==> config.mk <==
export PLATFORM = sky130hd
export DESIGN_NAME = instr_sequencer
export DESIGN_NICKNAME = d
export VERILOG_FILES = /design/src/rtl/instr_sequencer.sv
export SDC_FILE = /design/constraint.sdc
export NUM_CORES = 1
export LEC_CHECK = 0
export CORE_MARGIN = 2
export CORE_UTILIZATION = 45
export DETAILED_ROUTE_END_ITERATION = 7
export HOLD_SLACK_MARGIN = 0.06
export PLACE_DENSITY_LB_ADDON = 0.2
export SLEW_MARGIN = 25
export SYNTH_ARGS = -nofsm -noshare
export SYNTH_HDL_FRONTEND = slang
export SYNTH_SLANG_ARGS = --single-unit
==> constraint.sdc <==
create_clock -name clk -period 5.05 [get_ports clk]
set_clock_uncertainty 0.2 [all_clocks]
set_input_delay 1.01 -clock clk [delete_from_list [all_inputs] [get_ports clk]]
set_output_delay 1.01 -clock clk [all_outputs]
set_load 0.05 [all_outputs]
==> src/rtl/instr_sequencer.sv <==
// Instruction sequencer: fetch, decode, issue and execute control FSM.
// Ports:
//   clk, reset (async, active-low)
//   start, start_pc       : begin execution at start_pc from IDLE/HALT
//   imem_rd, imem_addr    : registered-read instruction memory request
//   imem_rdata            : instruction word, valid the cycle after imem_rd
//   dec_en                : decoder register load enable
//   issue_valid/ready     : handshake to the execution unit
//   exec_done             : accepted instruction has completed
//   busy, halted, pc, instr_count : status
module instr_sequencer #(
    parameter int         IMEM_AW  = 8,
    parameter logic [3:0] OPC_NOP  = 4'h0,
    parameter logic [3:0] OPC_HALT = 4'hF
) (
    input  logic               clk,
    input  logic               reset,
    input  logic               start,
    input  logic [IMEM_AW-1:0] start_pc,
    output logic               imem_rd,
    output logic [IMEM_AW-1:0] imem_addr,
    input  logic [27:0]        imem_rdata,
    output logic               dec_en,
    output logic               issue_valid,
    input  logic               issue_ready,
    input  logic               exec_done,
    output logic               busy,
    output logic               halted,
    output logic [IMEM_AW-1:0] pc,
    output logic [15:0]        instr_count
);

    typedef enum logic [2:0] {
        S_IDLE,
        S_FETCH,
        S_DECODE,
        S_ISSUE,
        S_EXEC,
        S_HALT
    } state_t;

    state_t             state_q, state_d;
    logic [IMEM_AW-1:0] pc_q, pc_d;
    logic [15:0]        cnt_q, cnt_d;

    logic [3:0]         opcode;
    logic [IMEM_AW-1:0] pc_inc;
    logic [15:0]        cnt_inc;
    logic               unused_rdata;

    // Only the opcode field steers sequencing; the rest of the word
    // belongs to the external decoder.
    assign opcode       = imem_rdata[3:0];
    assign unused_rdata = ^imem_rdata[27:4];

    // Natural overflow gives the modulo-2^IMEM_AW wrap.
    assign pc_inc  = pc_q + {{(IMEM_AW-1){1'b0}}, 1'b1};
    assign cnt_inc = (cnt_q == 16'hFFFF) ? cnt_q : cnt_q + 16'd1;

    always_ff @(posedge clk or negedge reset) begin
        if (!reset) begin
            state_q <= S_IDLE;
            pc_q    <= '0;
            cnt_q   <= '0;
        end else begin
            state_q <= state_d;
            pc_q    <= pc_d;
            cnt_q   <= cnt_d;
        end
    end

    always_comb begin
        state_d = state_q;
        pc_d    = pc_q;
        cnt_d   = cnt_q;
        case (state_q)
            S_IDLE, S_HALT: begin
                if (start) begin
                    pc_d    = start_pc;
                    cnt_d   = '0;
                    state_d = S_FETCH;
                end
            end
            S_FETCH: begin
                state_d = S_DECODE;
            end
            S_DECODE: begin
                if (opcode == OPC_HALT) begin
                    state_d = S_HALT;
                end else if (opcode == OPC_NOP) begin
                    // NOP retires here without touching the execution unit.
                    pc_d    = pc_inc;
                    cnt_d   = cnt_inc;
                    state_d = S_FETCH;
                end else begin
                    state_d = S_ISSUE;
                end
            end
            S_ISSUE: begin
                if (issue_ready) begin
                    state_d = S_EXEC;
                end
            end
            S_EXEC: begin
                if (exec_done) begin
                    pc_d    = pc_inc;
                    cnt_d   = cnt_inc;
                    state_d = S_FETCH;
                end
            end
            default: begin
                state_d = S_IDLE;
            end
        endcase
    end

    // Outputs are pure state decodes so an async reset clears them
    // without waiting for a clock edge, and they can never overlap.
    assign imem_rd     = (state_q == S_FETCH);
    assign dec_en      = (state_q == S_DECODE);
    assign issue_valid = (state_q == S_ISSUE);
    assign busy        = (state_q == S_FETCH) || (state_q == S_DECODE) ||
                         (state_q == S_ISSUE) || (state_q == S_EXEC);
    assign halted      = (state_q == S_HALT);
    assign imem_addr   = pc_q;
    assign pc          = pc_q;
    assign instr_count = cnt_q;

endmodule

# == Yosys cells after proc, flatten, opt, wreduce, memory -nomap -nowiden ==
# Index checks and enable logic that the tools add are counted.
# op_classes
addsub,2
mul,0
div_mod_pow,0
n_lt_le_gt_ge,0
n_eq_ne,12
shifts,0
n_mux,17
bitwise,0
n_reduce_logical,9
# op_table
cell,n
16-bit two-way mux,5
16-bit case mux with 3 select lines,1
8-bit two-way mux,4
8-bit case mux with 3 select lines,1
16-bit by 1-bit adder with 16-bit output (second input constant),1
16-bit equality test (second input constant),1
3-bit case mux with 5 select lines,1
3-bit two-way mux,4
8-bit by 1-bit adder with 8-bit output (second input constant),1
3-bit by 2-bit equality test with 1-bit output (second input constant),2
3-bit equality test (second input constant),2
2-bit != test (second input constant),3
5-bit AND reduction,1
4-bit equality test (second input constant),1
4-bit logical NOT,1
2-bit by 1-bit != test with 1-bit output (second input constant),2
3-bit by 1-bit equality test with 1-bit output (second input constant),1
3-bit logical NOT,1
1-bit logical OR,3
3-bit AND reduction,1
3-bit nonzero test,1
2-bit two-way mux,1
2-bit OR reduction,1
# word_totals
regBits,27
latchBits,0
ramBits,0
romBits,0
input_bits,41
output_inout_bits,37
wordCells,43
mem_count,0

# == Depth between registers and ports, before layout ==
# Gate-level depths: netlist of the first run.
# logic_depth
depth_word,5
depth_mapped,7

# == Worst setup path after synthesis of the first run ==
# OpenSTA, ideal clock, no wires.
# synth_timing
path_type,input to register
startpoint,input port imem_rdata[1]
endpoint,"register cnt_q[7], in the netlist instr_count[7]"
setup_ns,0.104
t_arrival_ns,2.635
path_slack_ns,2.111
stages,6
path_cell_list,or4_4 > or3_4 > o2bb2ai_2 > or2_4 > buf_6 > o41ai_2
# synth_between
elab_chain_cells,3
word_cells_on_any_way,5
# synth_rtl
element,line_no,text
start: declaration,22,"input logic [27:0] imem_rdata,"
4-bit equality test or 4-bit logical NOT (tied branches),"88, 90",
2-bit != test (no source line) or 2-bit by 1-bit != test with 1-bit output (tied branches),--,
5-bit AND reduction (no source line) *,--,
end signal: assignment,68,cnt_q <= cnt_d;
end: declaration,44,"logic [15:0] cnt_q, cnt_d;"
# Every way passes the cells marked *; elsewhere a longest branch is shown, timed or not.
# A chain may end at the register's enable or synchronous reset.

# == Worst setup path in the final report of the first run ==
# layout_timing
startpoint,input port imem_rdata[1]
endpoint,"register cnt_q[11], in the netlist instr_count[11]"
# Same word-level chain as after synthesis.

==> impl_summary.md, run 1 <==
Clocking
The number of clock buffers added by TritonCTS is 3. The post-CTS resize count is 0. The buffer cell driving the clock tree root is clkbuf_8. The clock passes through at most 2 buffers.

The sink count of the clock tree is 27. In this run the post-CTS setup repair buffer count came out at 0. The CTS tree is done. In this run the number of H-tree levels came out at 1. After clock tree synthesis, the clock-pin slew on the worst setup and hold paths is 0.09 ns. The cts-stage hold buffer count is 0. The worst-skew pair later-pin latency is 0.27 ns.

Setup path
For the worst setup path, the data arrival time is 3.26 ns. In this run the critical register-to-register path is launched from state_q[0]. The critical path's slowest cell is or4_4. The capturing element type of the critical path is a flip-flop. The worst flop-to-flop path endpoint is imem_addr[7]. The sort of element at the start of the critical path is an input port. The largest fanout of any net on the critical path is 16.

The slack of the worst reg-to-reg path is 2.58 ns. The cell depth of the worst flop-to-flop path is 5. Walking the worst path, the cells encountered are clkdlybuf4s50_1 > or4_4 > or3_4 > o2bb2ai_2 > or2_4 > o41ai_1. At the worst endpoint, the required time is 5.01 ns.

The largest incremental delay on the critical path is 0.54 ns. The critical path in this run is classified as in2reg.

Logic synthesis
The synthesized netlist occupies a cell area of 1688 sq um. The synthesized netlist devotes 25.95% of its cell area to compound gates. The XOR/XNOR share of the synthesized area is 1.557%.

The post-synth net total is 237. The multiplexer share of the synthesized area is 1.260%. By area, the combinational part of the netlist is dominated by compound AO/OA/AOI/OAI gates.

In the post-synthesis netlist, the biggest area contributors are dfrtp_1, o21ai_0, nand3_1. The share of synthesized area in the top cell type comes to 40.03%. The number of distinct library cells after synthesis is 44.

The leading area contributor after synthesis is dfrtp_1. Dividing the synthesized area by the synthesized cell count gives 8.700 sq um. Of the total synthesized cell area, the portion taken by AND, OR, NAND and NOR gates is 22.54%. Counting flops and latches in the post-synthesis netlist gives 27. The sequential element share of the synthesized area is 40.03%. The warning count from the yosys run is 0. The gate count of the mapped netlist is 194. The adder-cell area share of the yosys netlist is 1.483%.

Layout
From synthesis to final layout, the design area changed by 32.25%. Summing all multi-input logic gate instances after layout gives 890.9 sq um. Across the whole layout, storage elements account for 675.6 sq um. Of the cells placed in the final design, the portion with a size suffix greater than 1 is 7.234%.

After the flow finishes, the layout carries non-filler instances totaling 283. The number of nets in the finished design is 279. 0 antenna diodes ended up in the layout. The number of fillers in the final layout is 357.

Placed design
The worst slack at placement is 1.448 ns. The count of buffers added on input and output ports is 53. After legalization and detailed placement, the total HPWL measured 2.682 mm. After detailed placement, the design holds a cell count of 279. The final estimated routing congestion in global placement is 0.7834.

Route
For this block, the via count after detailed routing is 1605. The total wirelength of the detailed-routed design is 3.774 mm. The first-iteration detailed-routing DRC count is 103. The number of remaining DRC errors is 0. The first TritonRoute pass finished after 4 iterations. The average vias per placed instance is 5.671. The routed wire length per instance is 13.34 um.

The count of antenna-violating nets left after detailed routing is 0.

Die
The y dimension of the die is 65.25 um. The x dimension of the die is 65.25 um. The core outline area is 3633 sq um. The overall die area is 4257 sq um. The I/O pin count is 78.

For this configuration, the core starts out at a cell density of 46.45%. After floorplanning, the core was divided into 22 placement rows.

Timing
Setup violations remaining at the end of the flow were counted as 0. The clock period minus worst slack is 3.306 ns. The sum of negative setup slack is 0 ns. The number of failing hold endpoints at the final stage is 0. The smallest setup slack after layout is 1.745 ns.

At the pin with the least slew margin, the transition time is 0.6387 ns. Measured against its own limit, the worst slew margin works out to 57.32%. The share of the cycle needed by the critical path after routing is 65.46%. Timing would allow up to 0.3025 GHz. Setup repair after global routing left no endpoint under its margin. The number of slew-limit violations in the final report is 0.

Min path
The startpoint identified for the worst hold timing path is instr_count[11]. Along the worst hold path, the cell count comes to 1. The kind of path behind the tightest hold check is reg2reg.

The worst min-delay path endpoint is instr_count[11].

Global routing
The first-pass GRT wire length is 6.258 mm. For this run the aggregate overflow at the end of global routing stands at 0. Entering global routing, the biggest net connects 28 pins.

The number of antenna violations at the first check in global routing is 0. The number of global-route vias before repair is 1370. The global-route total usage across every layer is 18.26%.

Outcome
The flow ran to the end, and the final reports show no timing, DRC or antenna violations.

Power and ir drop
The power density over the cells is 619.0 nW/um^2. The leakage power summed over all cells is 0.9043 nW. The worst supply voltage drop on vdd is 473.7 uV. The total power consumption of the routed design is 1.382 mW.

Flow run
The number of max-cap violations is 0.
logic make-up (layout without fill, tap and decap cells):
logic type | Yosys count | in the layout
xor gates and xnor gates | 3 | 3
DFF | 27 | 27
adders and majority gates | 2 | 2
AOI/OAI and AO/OA | 65 | 65
buffers and inverters | 22 | 63
and+or+nand+nor | 73 | 73
muxes | 2 | 2
Yosys cell counts, drive strengths merged:
cell     instances
dfrtp           27
o21ai           21
nor2            17
nand2           16
nand3           14
a21oi           12
buf             10
and3             9
clkbuf           8
a31oi            7
o31ai            5
o41ai            5
inv              4
a31o             3
nand2b           3
a22oi            2
and4             2
ha               2
nand4            2
o21a             2
o22ai            2
o2bb2ai          2
or2              2
or3              2
xnor2            2
a21boi           1
a2bb2oi          1
a311oi           1
and2             1
mux2             1
mux2i            1
nand4bb          1
nor2b            1
nor3             1
nor4b            1
o211ai           1
or4              1
xor2             1
worst max-delay path: cells and delay by family:
| family | cells | cell delay [ns] |
|---|---|---|
| and+or+nand+nor | 3 | 1.25 |
| AOI/OAI and AO/OA | 2 | 0.59 |
| buffers and inverters | 1 | 0.42 |
sequential cells by signal, indices dropped and copies added (netlist names):
register	flops
instr_count	16
imem_addr	8
state_q	3
metal layers:
layer	share of wire, %	GRT usage [%]	wire, um
met5	0	0	0
met4	0.45	3.906	17
met3	4.5	2.226	171
met2	47	29.21	1762
met1	48	26.59	1824
area by class of cell:
type                       instances  share of cell area, %
multi-input combinational        145                  39.91
tap                               48                  2.691
timing repair buffer              55                  24.44
inverter                           4                 0.6726
sequential                        27                  30.27
clock buffer                       4                  2.018
stage by stage:
step	utilization (%)	hold slack, ns	cell area, sq um
2_1_floorplan	-	0.3598	1688
3_3_place_gp	60.19	0.2911	2187
3_5_place_dp	60.19	0.3165	2187
4_1_cts	61.43	0.3297	2232
5_1_grt	61.43	0.3522	2232
6_report	61.43	0.3369	2232
power breakdown:
part           internal [mW]  switching, mW
combinational          0.312          0.591
clock                 0.0564         0.0641
sequential             0.268         0.0914
placed cells by master, fill, tap and decap left out, drive strengths merged, types with 3 or more instances in the layout:
master / n
o21ai: 21
a31oi: 7
clkbuf: 4
nand2: 16
nor2: 17
o31ai: 5
and3: 9
a31o: 3
nand2b: 3
inv: 4
nand3: 14
o41ai: 5
a21oi: 12
clkdlybuf4s50: 53
dfrtp: 27
worst max-delay path by stage:
stage | startpoint | end | slack, ns | depth (start not counted)
final | imem_rdata[1] | instr_count[11] | 1.74 | 6
after global routing | imem_rdata[1] | instr_count[13] | 1.67 | 6
after CTS | imem_rdata[1] | instr_count[11] | 1.74 | 6
after detailed placement | imem_rdata[1] | instr_count[11] | 1.45 | 6
after global placement | imem_rdata[1] | instr_count[13] | 1.49 | 6
after floorplan | imem_rdata[1] | instr_count[7] | 2.11 | 6
Power figures use the tool's default switching activity.
==> run 2: changes to the inputs <==
--- a/config.mk
+++ b/config.mk
@@ -6,7 +6,7 @@
 export NUM_CORES = 1
 export LEC_CHECK = 0
 export CORE_MARGIN = 2
-export CORE_UTILIZATION = 45
+export CORE_UTILIZATION = 37
 export DETAILED_ROUTE_END_ITERATION = 7
 export HOLD_SLACK_MARGIN = 0.06
 export PLACE_DENSITY_LB_ADDON = 0.2
==> constraint.sdc (replaced) <==
create_clock -name clk -period 2.81 [get_ports clk]
set_clock_uncertainty 0.2 [all_clocks]
set_input_delay 0.562 -clock clk [delete_from_list [all_inputs] [get_ports clk]]
set_output_delay 0.562 -clock clk [all_outputs]
set_load 0.05 [all_outputs]
==> impl_summary.md, run 2 (same netlist as run 1, synthesis figures left out) <==
Layout
The area overhead of the layout relative to synthesis is 35.51% (was 32.25%). The most common library cell in the layout ignoring fill and taps was clkdlybuf4s50_1 (unchanged). Commonest cells after routing, fill and taps aside: clkdlybuf4s50_1, dfrtp_1, o21ai_0 (unchanged).

The number of inserted diodes is 0 (unchanged). The number of nets in the finished design is 286 (was 279). The layout cell share with drive strength beyond 1 came to 10.33% (was 7.234%).

The flip-flop count of the largest register, all copies and words added is 16 (unchanged). The final design area excluding fillers was 2287 sq um (was 2232 sq um).

Global routing
The pin count of the biggest net entering global routing is 28 (unchanged). The global-route total usage across every layer is 16.47% (was 18.26%). The number of antenna violations at the first check in global routing was 0 (unchanged). The first-pass GRT wire length is 6.879 mm (was 6.258 mm). The number of global-route vias before repair is 1456 (was 1370). The aggregate global routing overflow came to 0 (unchanged).

Setup path
The capturing element type of the critical path is an output pin (was flip-flop). The critical path arrival came to 1.92 ns (was 3.26 ns). The cell depth of the worst flop-to-flop path is 5 (unchanged). Cells traversed along the worst timing path: nand2b_1 > nor2_1 > clkdlybuf4s50_1 (was clkdlybuf4s50_1 > or4_4 > or3_4 > o2bb2ai_2 > or2_4 > o41ai_1). The critical path required time is 2.05 ns (was 5.01 ns). The slack of the worst reg-to-reg path is 0.61 ns (was 2.58 ns).

The largest fanout of any net on the critical path is 11 (was 16). The sort of element at the start of the critical path is a flip-flop (was input port). The critical path's slowest cell was clkdlybuf4s50_1 (was or4_4). The worst setup path category is reg2out (was in2reg). The worst reg2reg path startpoint is state_q[1] (was state_q[0]). The largest incremental delay on the critical path is 0.81 ns (was 0.54 ns). The worst flop-to-flop path endpoint is instr_count[11] (was imem_addr[7]).

Placed design
The number of port buffers was 53 (unchanged). The detailed placement HPWL is 2.938 mm (was 2.682 mm). The cell area after placement came to 2242 sq um (was 2187 sq um).

The final estimated routing congestion in global placement was 0.8262 (was 0.7834).

Route
The routed length on met1 is 1.843 mm (was 1.824 mm). The routed length on met3 came to 212 um (was 171 um). The average vias per placed instance is 5.578 (was 5.671).

The detailed-router iteration count before antenna repair is 4 (unchanged). The uppermost layer routed is met4 (unchanged). The first-iteration detailed-routing DRC count is 91 (was 103). The count of vias placed by the detailed router is 1640 (was 1605). The count of antenna-violating nets left after detailed routing was 0 (unchanged). The routed wire length per instance is 13.67 um (was 13.34 um). The total wirelength of the detailed-routed design came to 4.020 mm (was 3.774 mm).

The wire length on met2 is 1.937 mm (was 1.762 mm). The number of remaining DRC errors came to 0 (unchanged).

Flow run
The number of max-cap violations is 0 (unchanged).

Clocking
The cts-stage hold buffer count was 0 (unchanged). The worst-skew pair later-pin latency is 0.26 ns (was 0.27 ns). The buffers inserted during post-CTS setup optimization is 0 (unchanged). The maximum buffer depth of the clock tree is 2 (unchanged). The post-CTS resize count is 0 (unchanged). The count of H-tree levels built during CTS is 1 (unchanged). The CTS tree is done (unchanged). The CTS clock-pin slew for the worst setup and hold paths is 0.09 ns (about the same).

The sink count of the clock tree came to 27 (unchanged). The buffer cell driving the clock tree root is clkbuf_8 (unchanged). The CTS buffer count is 3 (unchanged).

Timing
The worst slew margin relative to its limit came to 64.59% (was 57.32%). The number of endpoints failing setup at the final stage came to 0 (unchanged). Unrepaired setup endpoints after global routing: no (unchanged). The highest achievable clock rate is 0.3726 GHz. After layout, the worst path uses 95.51% of the clock period. The number of failing hold endpoints at the final stage is 0 (unchanged).

For the finished layout, the period the worst path requires is 2.684 ns. The number of slew-limit violations in the final report came to 0 (unchanged). The actual transition at the worst max-transition pin came to 0.5295 ns (was 0.6387 ns).

Die
The overall die area is 5118 sq um (was 4257 sq um). The core outline area is 4384 sq um (was 3633 sq um). The initial standard-cell utilization of the core is 38.50% (was 46.45%). The I/O pin count is 78 (unchanged). The y dimension of the die is 71.54 um (was 65.25 um).

The x dimension of the die was 71.54 um (was 65.25 um). The row count is 24 (was 22).

Power and ir drop
The leakage power summed over all cells was 0.9396 nW (was 0.9043 nW). The total power consumption of the routed design is 2.562 mW (was 1.382 mW). The worst supply voltage drop on vdd is 809.9 uV (was 473.7 uV). The power density over the cells was 1120 nW/um^2 (was 619.0 nW/um^2).

Min path
The number of cells on the worst hold path is 1 (unchanged). The kind of path behind the tightest hold check was reg2reg (unchanged). The origin of the worst min-delay path is instr_count[11] (unchanged).

The worst min-delay path endpoint is instr_count[11] (unchanged).

Outcome
Run status: completed (unchanged).
==> run 2: cell count changes in the layout (fill, tap and decap cells not counted), sizes merged <==
cell           change
buf                +8
clkdlybuf4s50      -1
==> run 2: worst max path at each step <==
stage | start | end | cells past startpoint
6_report | state_q[1] | issue_valid | 3
2_1_floorplan | imem_rdata[1] | instr_count[7] | 6
4_1_cts | state_q[1] | issue_valid | 3
3_3_place_gp | imem_rdata[1] | instr_count[11] | 6
5_1_grt | state_q[1] | issue_valid | 3
3_5_place_dp | imem_rdata[1] | instr_count[11] | 6
==> run 2: worst max-delay path, delay by kind of cell (launching register included) <==
family / cells / cell delay [ns]
buffers and inverters: 1 / 0.81
and+or+nand+nor: 2 / 0.29
DFF: 1 / 0.56
==> run 2: report_power, final <==
part	internal (mW)	switching [mW]
clock network	0.101	0.116
registers	0.481	0.140
logic	0.616	1.11
==> run 2: layout make-up <==
class / count / area, sq um
repair buffers: 62 / 595.6
inverters: 4 / 15.01
multi-input cells: 145 / 890.9
well taps: 52 / 65.06
fillers: 431 / 2097
clock buffers: 4 / 45.04
flip-flops and latches: 27 / 675.6
==> run 2: routing by layer <==
metal | global-route usage (%) | up-vias
met3 | 2.813 | 2
met5 | 0 | -
met1 | 23.51 | 791
met4 | 3.774 | 0
met2 | 26.23 | 40
li1 | - | 807
==> run 2: metrics by stage <==
stage | std cells | hold WS, ns | worst slack (ns) | TNS [ns] | utilization (%)
floorplan | 194 | 0.06641 | 0.3188 | 0 | -
global placement | 290 | 0.3087 | -0.1568 | -0.5950 | 51.14
detailed placement | 290 | 0.3120 | -0.1443 | -0.7223 | 51.14
CTS | 294 | 0.3254 | 0.1050 | 0 | 52.17
global route | 294 | 0.3530 | 0.03096 | 0 | 52.17
finish | 294 | 0.3212 | 0.1261 | 0 | 52.17
==> run 3: changes to the inputs <==
--- a/config.mk
+++ b/config.mk
@@ -5,8 +5,9 @@
 export SDC_FILE = /design/constraint.sdc
 export NUM_CORES = 1
 export LEC_CHECK = 0
+export ABC_AREA = 1
 export CORE_MARGIN = 2
-export CORE_UTILIZATION = 37
+export CORE_UTILIZATION = 44
 export DETAILED_ROUTE_END_ITERATION = 7
 export HOLD_SLACK_MARGIN = 0.06
 export PLACE_DENSITY_LB_ADDON = 0.2
==> constraint.sdc (replaced) <==
create_clock -name clk -period 2.7 [get_ports clk]
set_clock_uncertainty 0.2 [all_clocks]
set_input_delay 0.54 -clock clk [delete_from_list [all_inputs] [get_ports clk]]
set_output_delay 0.54 -clock clk [all_outputs]
set_load 0.05 [all_outputs]
==> impl_summary.md, run 3 <==
Layout
Commonest cells after routing, fill and taps aside: nand2_1, clkdlybuf4s50_1, nor2_1 (was clkdlybuf4s50_1, dfrtp_1, o21ai_0). The most common library cell in the layout ignoring fill and taps is nand2_1 (was clkdlybuf4s50_1). The number of inserted diodes is 0 (unchanged).

The number of fillers in the final layout came to 432 (was 431). The final design area excluding fillers is 2561 sq um (was 2287 sq um). The layout cell share with drive strength beyond 1 is 10.09% (was 10.33%).

The final design utilization is 58.42% (was 52.17%). The number of nets in the finished design is 391 (was 286). The area overhead of the layout relative to synthesis is 27.46% (was 35.51%).

The flip-flop count of the largest register, all copies and words added is 16 (unchanged).

Power and ir drop
The switching fraction of total power is 57.39% (was 53.23%). The relative contribution of the clock network to total power came to 8.9% (was 8.5%). The combinational power share is 67.4% (was 67.3%). The power dissipated by switching net loads came to 1.588 mW (was 1.364 mW). The total power consumption of the routed design was 2.767 mW (was 2.562 mW). The worst supply voltage drop on vdd is 668.6 uV (was 809.9 uV).

The leakage power summed over all cells is 1.207 nW (was 0.9396 nW). The total internal power is 1.179 mW (was 1.198 mW). The sequential fraction of design power is 23.7% (was 24.3%). The power density over the cells is 1080 nW/um^2 (was 1120 nW/um^2).

Die
The initial standard-cell utilization of the core is 45.83% (was 38.50%). The core outline area is 4384 sq um (unchanged). The I/O pin count is 78 (unchanged).

The row count is 24 (unchanged). The y dimension of the die came to 71.58 um (was 71.54 um). The x dimension of the die is 71.58 um (was 71.54 um). The overall die area is 5124 sq um (was 5118 sq um).

Timing
The number of slew-limit violations in the final report came to 0 (unchanged). The number of failing hold endpoints at the final stage was 0 (unchanged). Unrepaired setup endpoints after global routing: no (unchanged). The number of endpoints failing setup at the final stage is 0 (unchanged). The worst slew margin relative to its limit is 65.76% (was 64.59%). The sum of negative setup slack is 0 ns (unchanged).

The highest achievable clock rate is 0.3908 GHz. The routed design could run at a clock period as short as 2.559 ns. The actual transition at the worst max-transition pin is 0.5127 ns (was 0.5295 ns). In the finished design, the share of the clock period the worst path needs comes to 94.76%.

Clocking
The worst-skew pair later-pin latency is 0.28 ns (was 0.26 ns). The CTS clock-pin slew for the worst setup and hold paths is 0.10 ns (was 0.09 ns). The CTS tree is done (unchanged). The buffer cell driving the clock tree root is clkbuf_8 (unchanged). The sink count of the clock tree is 27 (unchanged). The CTS buffer count is 3 (unchanged). The count of H-tree levels built during CTS is 1 (unchanged). The cts-stage hold buffer count is 0 (unchanged). The maximum buffer depth of the clock tree is 2 (unchanged).

Global routing
The global-route total usage across every layer is 19.01% (was 16.47%). The pin count of the biggest net entering global routing was 28 (unchanged). The number of global-route vias before repair came to 1764 (was 1456). The first-pass GRT wire length is 7.824 mm (was 6.879 mm). The aggregate global routing overflow is 0 (unchanged). The number of antenna violations at the first check in global routing was 0 (unchanged).

Setup path
The critical path buffer and inverter count is 2 (was 1). The largest fanout of any net on the critical path is 6 (was 11). The critical path's slowest cell was clkdlybuf4s50_1 (unchanged). The largest incremental delay on the critical path is 0.81 ns (about the same).

The critical path required time was 1.96 ns (was 2.05 ns). The critical path arrival is 1.82 ns (was 1.92 ns). The critical path's top delay family is buffers and inverters (unchanged).

The sort of element at the start of the critical path is a flip-flop (unchanged). Cells traversed along the worst timing path: inv_2 > nand2_1 > nor2_1 > clkdlybuf4s50_1 (was nand2b_1 > nor2_1 > clkdlybuf4s50_1). The worst setup path category is reg2out (unchanged). The capturing element type of the critical path is an output pin (unchanged).

Logic synthesis
The number of distinct library cells after synthesis is 28 (was 44). Synth top cells by count: nand2_1, nor2_1, dfrtp_1 (was dfrtp_1, o21ai_0, nor2_1). The share of the synthesized area in the top cell type is 33.62% (was 40.03%).

The count of state elements after synthesis was 27 (unchanged). The most frequently used cell type in the post-synthesis netlist is nand2_1 (was dfrtp_1). The fraction of synthesis flops using an asynchronous set or reset pin came to 100.0% (unchanged).

The warning count from the yosys run is 0 (unchanged). The gate count of the mapped netlist was 301 (was 194). The netlist area before placement was 2009 sq um (was 1688 sq um). The sequential element share of the synthesized area is 33.62% (was 40.03%). The number of synthesized flops with an enable pin is 0 (unchanged). The leading area contributor after synthesis is dfrtp_1 (unchanged). The post-synth net total is 344 (was 237).

The average footprint of a synthesized cell is 6.676 sq um (was 8.700 sq um). Top cells by area, synth: dfrtp_1, nand2_1, nor2_1 (was dfrtp_1, o21ai_0, nand3_1). The most instantiated flip-flop cell in the synthesis netlist is dfrtp_1 (unchanged).

Route
The number of remaining DRC errors came to 0 (unchanged). The average vias per placed instance was 4.970 (was 5.578). The first-iteration detailed-routing DRC count is 92 (was 91).

The count of antenna-violating nets left after detailed routing is 0 (unchanged). The routed wire length per instance is 11.67 um (was 13.67 um). The count of vias placed by the detailed router is 1983 (was 1640). The total wirelength of the detailed-routed design is 4.656 mm (was 4.020 mm). The detailed-router iteration count before antenna repair was 5 (was 4).

Placed design
The number of port buffers is 53 (unchanged). The detailed placement HPWL is 3.395 mm (was 2.938 mm). The cell area after placement is 2511 sq um (was 2242 sq um). The final estimated routing congestion in global placement came to 0.8513 (was 0.8262).

Min path
The kind of path behind the tightest hold check is reg2reg (unchanged).

Flow run
The number of max-cap violations is 0 (unchanged).

Outcome
Run status: completed (unchanged).
-- run 3: cell types whose count changed in the layout (fill, tap and decap cells not counted), moves of 4 or more --
cell     delta
nand3_1     +4
a31oi_1     -7
nand2_1    +94
o21ai_0     -5
buf_4       -4
o31ai_1     -5
and3_1      -9
nor2_1     +23
o21ai_2     +7
nand4_1     +4
inv_2       +5
a21oi_1     -9
inv_1      +20
-- run 3: worst paths after layout --
kind	start	end	slack (ns)	cells past startpoint
min in group asynchronous	reset	instr_count[6]	0.43	2
hold / removal	imem_addr[7]	imem_addr[7]	0.37	2
max in group asynchronous	reset	state_q[2]	1.61	2
hold reg to reg	imem_addr[7]	imem_addr[7]	0.37	2
setup / recovery	state_q[1]	halted	0.14	4
setup reg to reg	instr_count[0]	instr_count[10]	0.75	9
-- run 3: metrics by stage --
| stage | hold WS [ns] | cells | setup WS, ns |
|---|---|---|---|
| global placement | 0.3444 | 395 | 0.3574 |
| finish | 0.3732 | 399 | 0.1414 |
| floorplan | 0.04441 | 301 | 0.5849 |
| global route | 0.4143 | 399 | 0.07029 |
| detailed placement | 0.3548 | 395 | 0.3573 |
| CTS | 0.3740 | 399 | 0.03875 |
-- run 3: cell families (layout without fill, tap and decap cells) --
family / count (synthesis) / after routing / synth area share, %
AO/OA/AOI/OAI: 32 / 32 / 10.15
buffers and inverters: 44 / 90 / 11.33
adder cells (fa/ha/maj): 2 / 2 / 1.245
flip-flops: 27 / 27 / 33.62
AND/OR/NAND/NOR: 192 / 192 / 41.91
XOR/XNOR: 4 / 4 / 1.743
-- run 3: power groups by stage --
stage / Clock [mW] / Sequential [mW] / Combinational [mW]
detailed placement: 0 / 0.664 / 1.87
CTS: 0.253 / 0.656 / 1.88
global placement: 0 / 0.661 / 1.86
floorplan: 0 / 0.896 / 1.23
global route: 0.268 / 0.677 / 2.01
finish: 0.247 / 0.656 / 1.86
-- run 3: area by class of cell --
type	count	area, sq um	area share (%)
Sequential cell	27	675.6	26.38
Tap cell	52	65.06	2.540
Multi-Input combinational cell	230	1106	43.19
Timing Repair Buffer	57	560.5	21.89
Clock buffer	4	45.04	1.759
Inverter	29	108.9	4.250
-- run 3: what timing repair did --
item                       4_1_cts  5_1_grt
gates resized for setup          0        2
setup endpoints to repair        0        2
buffers inserted                 0        0
-- run 3: tightest hold or removal path: cells and delay by family, from the launching register on --
kind | cells | cell delay (ns)
flops | 1 | 0.42
simple gates | 2 | 0.13
-- run 3: routing by layer --
layer | GRT usage, % | part of all wire (%)
met1 | 24.93 | 48
met3 | 2.250 | 5.0
met2 | 32.41 | 46
met4 | 6.709 | 1.1
met5 | 0 | 0
